File: src/rtl/collision_pkg.sv
// collision_pkg: shared latch state type and default active-area geometry
package collision_pkg;
  typedef enum logic {ARMED, FIRED} latch_state_t;
  localparam int H_ACTIVE_DEF = 640;
  localparam int V_ACTIVE_DEF = 480;
endpackage

File: src/rtl/collision_latch.sv
// collision_latch: once-per-frame event latch issuing a single registered pulse
module collision_latch
  import collision_pkg::*;
(
  input  logic clk,
  input  logic resetN,
  input  logic sof,
  input  logic event_in,
  output logic pulse_out
);
  latch_state_t state_q, state_d, state_now;
  logic pulse_q, pulse_d;
  // A frame start re-arms before the event is judged, so a coincident event counts in the new frame
  always_comb begin
    state_now = sof ? ARMED : state_q;
    pulse_d = (state_now == ARMED) && event_in;
    state_d = pulse_d ? FIRED : state_now;
  end
  always_ff @(posedge clk or negedge resetN)
    if (!resetN) begin
      state_q <= ARMED;
      pulse_q <= 1'b0;
    end else begin
      state_q <= state_d;
      pulse_q <= pulse_d;
    end
  assign pulse_out = pulse_q;
endmodule

File: src/rtl/collision_detector.sv
// collision_detector: masks draw overlaps to the active area, pulses each collision class once per frame, counts ghost hits
module collision_detector
  import collision_pkg::*;
#(
  parameter int H_ACTIVE = H_ACTIVE_DEF,
  parameter int V_ACTIVE = V_ACTIVE_DEF,
  parameter int CNT_W = 8
) (
  input  logic             clk,
  input  logic             resetN,
  input  logic [31:0]      pxl_x,
  input  logic [31:0]      pxl_y,
  input  logic             draw_ghost,
  input  logic             draw_player,
  input  logic             draw_missile,
  input  logic             draw_border,
  output logic             collision_ghost,
  output logic             collision_player,
  output logic             hit_ghost,
  output logic             frame_start,
  output logic [CNT_W-1:0] hit_count
);
  logic active, at_origin, sof;
  logic ov_gb, ov_gm, ov_pg, ov_pb;
  logic prev_origin_q, prev_origin_d;
  logic frame_start_q, frame_start_d;
  logic [CNT_W-1:0] hit_count_q, hit_count_d;
  always_comb begin
    active = (pxl_x < 32'(H_ACTIVE)) && (pxl_y < 32'(V_ACTIVE));
    at_origin = (pxl_x == '0) && (pxl_y == '0);
    sof = at_origin && !prev_origin_q;
    ov_gb = active && draw_ghost && draw_border;
    ov_gm = active && draw_ghost && draw_missile;
    ov_pg = active && draw_player && draw_ghost;
    ov_pb = active && draw_player && draw_border;
    prev_origin_d = at_origin;
    frame_start_d = sof;
    hit_count_d = (hit_ghost && hit_count_q != '1) ? hit_count_q + CNT_W'(1) : hit_count_q;
  end
  // prev_origin resets high so coordinates parked at (0,0) through reset do not fake a frame start
  always_ff @(posedge clk or negedge resetN)
    if (!resetN) begin
      prev_origin_q <= 1'b1;
      frame_start_q <= 1'b0;
      hit_count_q <= '0;
    end else begin
      prev_origin_q <= prev_origin_d;
      frame_start_q <= frame_start_d;
      hit_count_q <= hit_count_d;
    end
  collision_latch u_ghost (
    .clk(clk), .resetN(resetN), .sof(sof), .event_in(ov_gb | ov_gm), .pulse_out(collision_ghost)
  );
  collision_latch u_player (
    .clk(clk), .resetN(resetN), .sof(sof), .event_in(ov_pg | ov_pb), .pulse_out(collision_player)
  );
  collision_latch u_hit (
    .clk(clk), .resetN(resetN), .sof(sof), .event_in(ov_gm), .pulse_out(hit_ghost)
  );
  assign frame_start = frame_start_q;
  assign hit_count = hit_count_q;
endmodule

File: config.mk
export PLATFORM = sky130hd
export DESIGN_NAME = collision_detector
export DESIGN_NICKNAME = d
export VERILOG_FILES = /design/src/rtl/collision_pkg.sv /design/src/rtl/collision_latch.sv /design/src/rtl/collision_detector.sv
export SDC_FILE = /design/constraint.sdc
export NUM_CORES = 1
export LEC_CHECK = 0
export ABC_AREA = 1
export CORE_MARGIN = 4
export CORE_UTILIZATION = 35
export CTS_CLUSTER_DIAMETER = 200
export CTS_CLUSTER_SIZE = 8
export DETAILED_ROUTE_END_ITERATION = 10
export PLACE_DENSITY = 0.83
export SYNTH_ARGS = -nofsm -noshare
export SYNTH_HDL_FRONTEND = slang
export SYNTH_SLANG_ARGS = --single-unit
File: constraint.sdc
create_clock -name clk -period 3.25 [get_ports clk]
set_clock_uncertainty 0.2 [all_clocks]
set_input_delay 0.65 -clock clk [delete_from_list [all_inputs] [get_ports clk]]
set_output_delay 0.65 -clock clk [all_outputs]
set_load 0.01 [all_outputs]
Word-level counts from Yosys, hierarchy flattened
Index checks and enable logic that the tools add are counted.
- add/subtract/negate cells: 1
- order comparisons: 2
- equality and inequality tests: 1
- mux-type cells: 6
- bitwise operators: 5
- reductions and logical operators: 16
- operators by type and width (kind ; number):
    32-bit zero test ; 2
    32-bit by 10-bit less-than comparator with 1-bit output (second input constant) ; 1
    32-bit by 9-bit less-than comparator with 1-bit output (second input constant) ; 1
    1-bit logical AND ; 13
    8-bit by 1-bit adder with 8-bit output (second input constant) ; 1
    8-bit != test (second input constant) ; 1
    1-bit two-way mux ; 6
    1-bit NOT ; 3
    1-bit OR ; 2
    1-bit zero test ; 1
- register bits: 16
- output and inout port bits: 12
- logic and storage cells: 40

Longest topological paths before layout
- depth after elaboration: 7
- mapped depth: 9

Hierarchy
A second synthesis with hierarchy kept.
- cells, all modules: 169
- area total of the unflattened synthesis: 1061.0 µm²
- by module, submodules not included (module ; instances ; cells an instance ; area an instance (µm²) ; seq. area each (µm²)):
    collision_detector ; 1 ; 148 ; 839.6 ; 251.5
    collision_latch ; 3 ; 7 ; 73.8 ; 50.0

Worst setup path before layout
No wires, ideal clock.
- path type: input to register
- start: input port pxl_y[20]
- end: register u_ghost.state_q
- setup time: 0.122 ns
- arrival: 1.334 ns
- setup slack: 1.595 ns
- stages on the path: 8
- buffers on the path: 0
- cell sequence: nor2_1 > nand2_1 > nor2_1 > nand2_1 > nor2_4 > nand3_2 > nand2_1 > o21ai_1
- cells in the longest elaborated chain, start to end: 7
- elaborated cells on any way between the ends: 13
- classes of those cells: order compare: 1; mux: 2; bitwise: 2; reduce/logical: 8
- RTL lines (element ; line ; source):
    from (decl) ; collision_detector.sv:12 ; input logic [31:0] pxl_y,
    32-bit by 9-bit less-than comparator with 1-bit output or 32-bit zero test (tied branches) ; collision_detector.sv:29, collision_detector.sv:30 ;
    1-bit logical AND (on tied branches) ; collision_detector.sv:29, collision_detector.sv:30 ;
    1-bit logical AND (on tied branches) ; collision_detector.sv:32, collision_detector.sv:33, collision_detector.sv:31 ;
    1-bit logical AND (tied with other cells) ; collision_detector.sv:32 ; ov_gb = active && draw_ghost && draw_border;
    1-bit OR or 1-bit NOT (tied branches) ; collision_detector.sv:52, collision_latch.sv:16 ;
    1-bit logical AND ; collision_latch.sv:16 ; pulse_d = (state_now == ARMED) && event_in;
    1-bit two-way mux * ; collision_latch.sv:17 ; state_d = pulse_d ? FIRED : state_now;
    net u_ghost.state_d ; collision_latch.sv:11 ; latch_state_t state_q, state_d, state_now;
    to (signal assigned) ; collision_latch.sv:24 ; state_q <= state_d;
    to (decl) ; collision_latch.sv:11 ;
The timed path passes the listed nets; every way through them passes the cells marked *.
A chain may end at the register's enable or synchronous reset.

Worst setup path in the final report
- start: register u_hit.pulse_q (netlist: u_hit.pulse_out)
- end: output port hit_ghost
- RTL lines (element ; line ; source):
    from (decl) ; collision_latch.sv:12 ; logic pulse_q, pulse_d;
    from (signal assigned) ; collision_latch.sv:25 ; pulse_q <= pulse_d;
    to (decl) ; collision_detector.sv:19 ; output logic hit_ghost,
No word-level cell between the ends.

==> flow_results.org <==
** Run status
- Outcome :: finished, final reports clean

** Logic synthesis
- Async set-or-reset flop fraction in the synthesized netlist :: 1.000
- Syn. warnings :: 0
- The number of nets handed over by synthesis was 217.
- Dominant register cell in the synthesized netlist :: sky130_fd_sc_hd__dfrtp_1
- The biggest area contributor in the post-synthesis netlist is sky130_fd_sc_hd__dfrtp_1.
- Synthesis inferred 16 register bits.
- Cell variety after synth :: 21
- Among all cell types in the netlist, the one instantiated most often is sky130_fd_sc_hd__nor2_1.
- Post-Synthesis Cell Area :: 996.0 um2
- Part of the Yosys area used for sequential elements :: 0.4033
- In this run, synthesis inferred 0 flip-flops with an integrated enable.
- By area the synthesized netlist is led by sky130_fd_sc_hd__dfrtp_1 38%, sky130_fd_sc_hd__nor2_1 19%, sky130_fd_sc_hd__nand2_1 15%.
- The share of synthesized area in the top cell type comes to 0.3769.
- Post-synthesis cell count :: 146
- After synthesis, the most frequently instantiated cells are 50 x sky130_fd_sc_hd__nor2_1, 41 x sky130_fd_sc_hd__nand2_1, 15 x sky130_fd_sc_hd__dfrtp_1.
- Synthesized area per cell :: 6.822 um2

** Route
- In this run, the number of DRC markers left after iteration 0 of detailed routing was 16.
- Overall via count from detail_route :: 1153
- After detailed routing, the number of vias per cell comes to 4.401.
- Average wire length per cell after detail routing :: 9.847 um
- For this run, the detailed router's first-pass iteration total came to 4.
- Once detail routing completed, the nets flagged for antenna violations numbered 0.
- DRC violations left :: 0
- Routed WL :: 2580 um

** Clock tree
- Post-CTS repair changed the size of 0 cells.
- Source-to-sink clock delay at the later pin of the worst-skew pair :: 0.28 ns
- Hold bufs inserted after CTS :: 0
- The root buffer cell chosen for the clock tree is sky130_fd_sc_hd__clkbuf_4.
- Clk slew on worst S/H paths :: 0.09 ns
- TritonCTS clock tree :: yes
- Htree depth :: 1
- CTS Buffer Depth :: 2
- Clock tree sinks :: 16
- Buffers inserted during clock tree synthesis total 3.
- Buffers inserted by post-CTS timing repair :: 0

** GRT
- The first global-routing pass estimated 3981 um of wire.
- For this run the aggregate overflow at the end of global routing stands at 0.
- Number of global-route vias before repair :: 1078
- For met2 alone, demand over resource in global routing was 0.2659.
- Entering global routing, the biggest net connects 17 pins.
- Initial antenna violation count :: 0
- For this run, global-route usage on met1 was measured as 0.1392.
- In the global route stage, overall resource usage came out at 0.1413.
- The layer flagged by global routing as most heavily used is met2.
- In the global route stage, met3 resource usage came out at 0.04612.

** STA
- Total of endpoints with negative setup slack in the final report :: 0
- For this run, the top clock speed supported by timing is 0.4713 GHz.
- The number of endpoints with negative hold slack in the final report was 0.
- Summed negative setup slack over all endpoints :: 0 ns
- At the pin with the least slew margin, the transition time is 0.6676 ns.
- Relative slew slack :: 0.5536
- Subtracting the final worst setup slack from the clock period gives 2.122 ns.
- Unrepaired setup endpoints after global routing :: false
- Dividing the final minimum period by the clock period gives 0.6529.
- The number of pins with negative max-slew slack in the final report is 0.

** Placement
- Count of input and output buffers :: 81
- The congestion estimate from routability-driven global placement came to 0.8763.
- # placed instances :: 258
- Detailed placement ended at an HPWL of 2370 um.

** Critical path
- Setup Crit Path Kind :: reg -> out
- FF-to-FF End :: hit_count[6]$_DFFE_PN0P_
- The worst setup path is launched from a flop.
- STA classifies the critical path endpoint as an output port.
- Cell with the largest stage delay on the worst path :: sky130_fd_sc_hd__clkdlybuf4s50_1
- In this run the critical register-to-register path is launched from hit_count[1]$_DFFE_PN0P_.
- In this run the worst path has a maximum fanout of 3.
- Data on the critical path arrives at its endpoint at 1.27 ns.
- On the critical path the largest part of the delay comes from buffers and inverters.
- STA puts the critical path data required time at 2.40 ns.
- The number of buffers and inverters on the critical path is 1.
- On the worst path, the slowest cell contributes a delay of 0.56 ns.
- Traced cell by cell, the critical path runs through clkdlybuf4s50_1.
- The number of cells on the worst reg-to-reg path is 8.
- Worst R2R Setup Slack :: 1.67 ns

** Pwr
- Across the VDD grid, the largest voltage drop is 0.2132 mV.
- For this design the ratio of total power to cell area is 228.2 nW/um2.
- Summed over all cells, the static leakage comes to 0.0008109 uW.

** Floorplanning
- Die area :: 3763 um2
- Starting utilization of the core area :: 0.3643
- Pin placement for this block handled 82 I/O pins.
- Die height :: 61.35 um
- Placeable core region :: 2734 um2
- Die Span X :: 61.35 um
- # rows :: 19

** Min path
- In this run the worst hold path is classified as reg -> reg.
- For hold timing, the worst endpoint is u_player.pulse_out$_DFF_PN0_.
- Along the worst hold path, the cell count comes to 1.
- The worst hold path begins at u_player.state_q$_DFF_PN0_.

** Final layout
- Fin util :: 0.6883
- At the end of the flow, the number of nets in the layout was 303.
- Leaving out filler cells and counting taps, the final layout contains 262.
- Compared with the post-synthesis result, the final layout area differs by 88.94%.
- The repair_antennas step left the layout with diodes totalling 0.
- Of the cells placed in the final design, the portion with a size suffix greater than 1 is 0.06926.

** Run
- The tool flagged a number of max-cap violations equal to 0.
[layer usage]
metal,up-vias,wire length (um)
li1,611,-
met4,0,45
met1,480,989
met5,-,0
met2,57,1258
met3,5,286
[power breakdown]
| part | switching [uW] | internal, uW | leakage, uW |
|---|---|---|---|
| combinational | 24.1 | 79.1 | 0.000570 |
| clock | 59.1 | 68.3 | 0.0000210 |
| sequential | 0.0000000000198 | 199 | 0.000220 |
[through the flow]
stage	total power (uW)	worst slack [ns]	hold WS [ns]	cell area (um2)
floorplan	217.8	1.595	0.1544	996.0
global placement	305.8	1.078	0.2497	1846
detailed placement	307.2	1.067	0.2605	1846
CTS	436.7	1.115	0.2740	1882
global route	454.1	1.081	0.2960	1882
finish	429.5	1.128	0.2712	1882
[logic make-up (layout without fill, tap and decap cells)]
| group | after synthesis | after routing | synth area share |
|---|---|---|---|
| AO/OA/AOI/OAI | 4 | 4 | 0.02261 |
| XOR/XNOR | 7 | 7 | 0.06156 |
| adder cells (fa/ha/maj) | 1 | 1 | 0.01256 |
| buffers and inverters | 14 | 99 | 0.05653 |
| flip-flops | 16 | 16 | 0.4033 |
| AND/OR/NAND/NOR | 104 | 104 | 0.4435 |
[cell type report]
cell class                      count  area [um2]
Sequential cell                    16       401.6
Fill cell                         214       852.1
Clock buffer                        4       36.28
Timing Repair Buffer               81       810.8
Multi-Input combinational cell    116       538.0
Tap cell                           31       38.79
Inverter                           14       56.30
[cell usage in the layout (no fill, tap or decap)]
| cell type | n |
|---|---|
| sky130_fd_sc_hd__a21oi_1 | 1 |
| sky130_fd_sc_hd__nand4_1 | 2 |
| sky130_fd_sc_hd__nand3_2 | 2 |
| sky130_fd_sc_hd__ha_1 | 1 |
| sky130_fd_sc_hd__clkdlybuf4s50_1 | 81 |
| sky130_fd_sc_hd__o21a_1 | 1 |
| sky130_fd_sc_hd__inv_4 | 1 |
| sky130_fd_sc_hd__nor3_2 | 1 |
| sky130_fd_sc_hd__xnor2_1 | 4 |
| sky130_fd_sc_hd__nand2_1 | 41 |
| sky130_fd_sc_hd__clkbuf_8 | 1 |
| sky130_fd_sc_hd__nand3_1 | 2 |
| sky130_fd_sc_hd__nand2_2 | 2 |
| sky130_fd_sc_hd__inv_1 | 12 |
| sky130_fd_sc_hd__nor2_2 | 2 |
| sky130_fd_sc_hd__nand2_4 | 1 |
| sky130_fd_sc_hd__clkinv_2 | 1 |
| sky130_fd_sc_hd__dfrtp_1 | 15 |
| sky130_fd_sc_hd__dfstp_2 | 1 |
| sky130_fd_sc_hd__nor2_4 | 1 |
| sky130_fd_sc_hd__nor2_1 | 50 |
| sky130_fd_sc_hd__xor2_1 | 3 |
| sky130_fd_sc_hd__clkbuf_4 | 3 |
| sky130_fd_sc_hd__o21ai_1 | 2 |
[sequential cells by signal (all words and copies together), names as in the netlist]
signal / cells
u_hit.pulse_out: 1
u_ghost.pulse_out: 1
u_hit.state_q: 1
hit_count: 8
u_player.state_q: 1
prev_origin_q: 1
frame_start: 1
u_ghost.state_q: 1
u_player.pulse_out: 1
[how the worst max path moves through the flow]
stage	from	end	slack [ns]	depth (start not counted)
after floorplan	pxl_y[20]	u_ghost.state_q$_DFF_PN0_	1.59	8
final	u_hit.pulse_out$_DFF_PN0_	hit_ghost	1.13	1
after global placement	pxl_y[13]	u_hit.pulse_out$_DFF_PN0_	1.08	10
after CTS	u_hit.pulse_out$_DFF_PN0_	hit_ghost	1.11	1
after global routing	hit_count[6]$_DFFE_PN0P_	hit_count[6]	1.08	1
after detailed placement	pxl_y[13]	u_ghost.pulse_out$_DFF_PN0_	1.07	10
Power figures use the tool's default switching activity.
==> edit, RTL diff (same flow settings) <==
Make the reset (`resetN`) synchronous in 2 clocked blocks.
--- a/src/rtl/collision_latch.sv
+++ b/src/rtl/collision_latch.sv
@@ -16,7 +16,7 @@
     pulse_d = (state_now == ARMED) && event_in;
     state_d = pulse_d ? FIRED : state_now;
   end
-  always_ff @(posedge clk or negedge resetN)
+  always_ff @(posedge clk)
     if (!resetN) begin
       state_q <= ARMED;
       pulse_q <= 1'b0;
--- a/src/rtl/collision_detector.sv
+++ b/src/rtl/collision_detector.sv
@@ -38,7 +38,7 @@
     hit_count_d = (hit_ghost && hit_count_q != '1) ? hit_count_q + CNT_W'(1) : hit_count_q;
   end
   // prev_origin resets high so coordinates parked at (0,0) through reset do not fake a frame start
-  always_ff @(posedge clk or negedge resetN)
+  always_ff @(posedge clk)
     if (!resetN) begin
       prev_origin_q <= 1'b1;
       frame_start_q <= 1'b0;
Behaviour: differs if resetN is asserted again (counterexample within 4 cycles, from zero or initial values and one cycle with resetN low); with resetN held inactive, the same outputs for 10 cycles.
==> edit against the original RTL <==
- wire length increased by 24%
- fmax barely moved
- worst hold slack got worse by 0.019 ns
- global-route usage rose by 3.1 points
- sequential share of layout area shrank 4.5 points
- area after synthesis increased by 2.5%
- sequential cell count unchanged
- setup slack improved by 0.0011 ns
- count of clock-buffer cells in the layout is the same
- total power up 1.7%
- via count rose by 13%
- cell area increased by 1.1%
- critical endpoint is now hit_count[4]
- largest cell class unchanged
==> edit: results (changes against the original RTL) <==
status=completed (unchanged); Initial DRC Count=42 (was 16); synth cell count leaders=nor2_1 (57), nand2_1 (50), dfxtp_1 (16), inv_1 (16), nand3_1 (8) (was nor2_1 (50), nand2_1 (41), dfrtp_1 (15), inv_1 (12), xnor2_1 (4)); VDD IR-drop max=294 uV (was 213 uV); Non-clk invs=17 (was 14); NonClk Buf Share=42.6% (was 43.1%); gpl congestion=0.771 (was 0.876); Leak Pwr=0.771 nW (was 0.811 nW); Sequential Area=320 um^2 (was 402 um^2); Hold Crit Start=u_player.state_q (unchanged); crit-path max FO=5 (was 3); global-route wire length before repair=4860 um (was 3980 um); Post-Place Worst Slack=1.01 ns (was 1.07 ns); placed cell area=1870 um^2 (was 1850 um^2); GR Util All Layers=17.2% (was 14.1%); R2R Path Start=hit_count[0] (was hit_count[1]); clock network share of area=1.91% (was 1.93%); final core utilization=68.4% (was 68.8%); worst setup path startpoint=hit_count[4] (was u_hit.pulse_out); Relative slew margins=67.4% (was 55.4%); async set or reset register ratio after synthesis=0% (was 100%); Finished Layout Cells=290 (was 262); count of multi-input gates=141 (was 116); via count of the first global-routing pass=1182 (was 1078); pin count of the biggest net entering global routing=15 (was 17); sequential share of the synthesized area=31.4% (was 40.3%); drt wl/cell=11.1 um (was 9.85 um); syn avg cell area=5.83 um^2 (was 6.82 um^2); layout cell share with drive strength beyond 1=5.41% (was 6.93%); footprint of the multi-input gates=629 um^2 (was 538 um^2); Area Overhead vs Synth=86.3% (was 88.9%)
## edit: path summary, 6_finish.rpt
check	endpoint	slack (ns)	cells after the start
max reg2reg	hit_count[3]	1.62	8
max	hit_count[4]	1.13	1
min	u_player.pulse_out	0.25	1
min reg2reg	u_player.pulse_out	0.25	1
## edit: routing by layer
| metal | GRT usage [%] | up-vias | routed length, um |
|---|---|---|---|
| met5 | 0 | - | 0 |
| met4 | 3.03 | 0 | 43 |
| met3 | 3.51 | 4 | 147 |
| met2 | 33.7 | 36 | 1800 |
| met1 | 18.8 | 554 | 1220 |
| li1 | - | 706 | - |
## edit: cell families after synthesis
family          Yosys count  synth area share [%]
compound gates           10                  5.76
xor+xnor                  2                  1.72
fa+ha+maj                 1                  1.23
buf+inv                  18                  6.99
flops                    16                  31.4
simple gates            128                  52.9
## edit: power by group
group | switching (mW) | internal (mW)
registers | 0.000141 | 0.197
logic | 0.0270 | 0.0803
clock network | 0.0644 | 0.0682
total | 0.0915 | 0.345
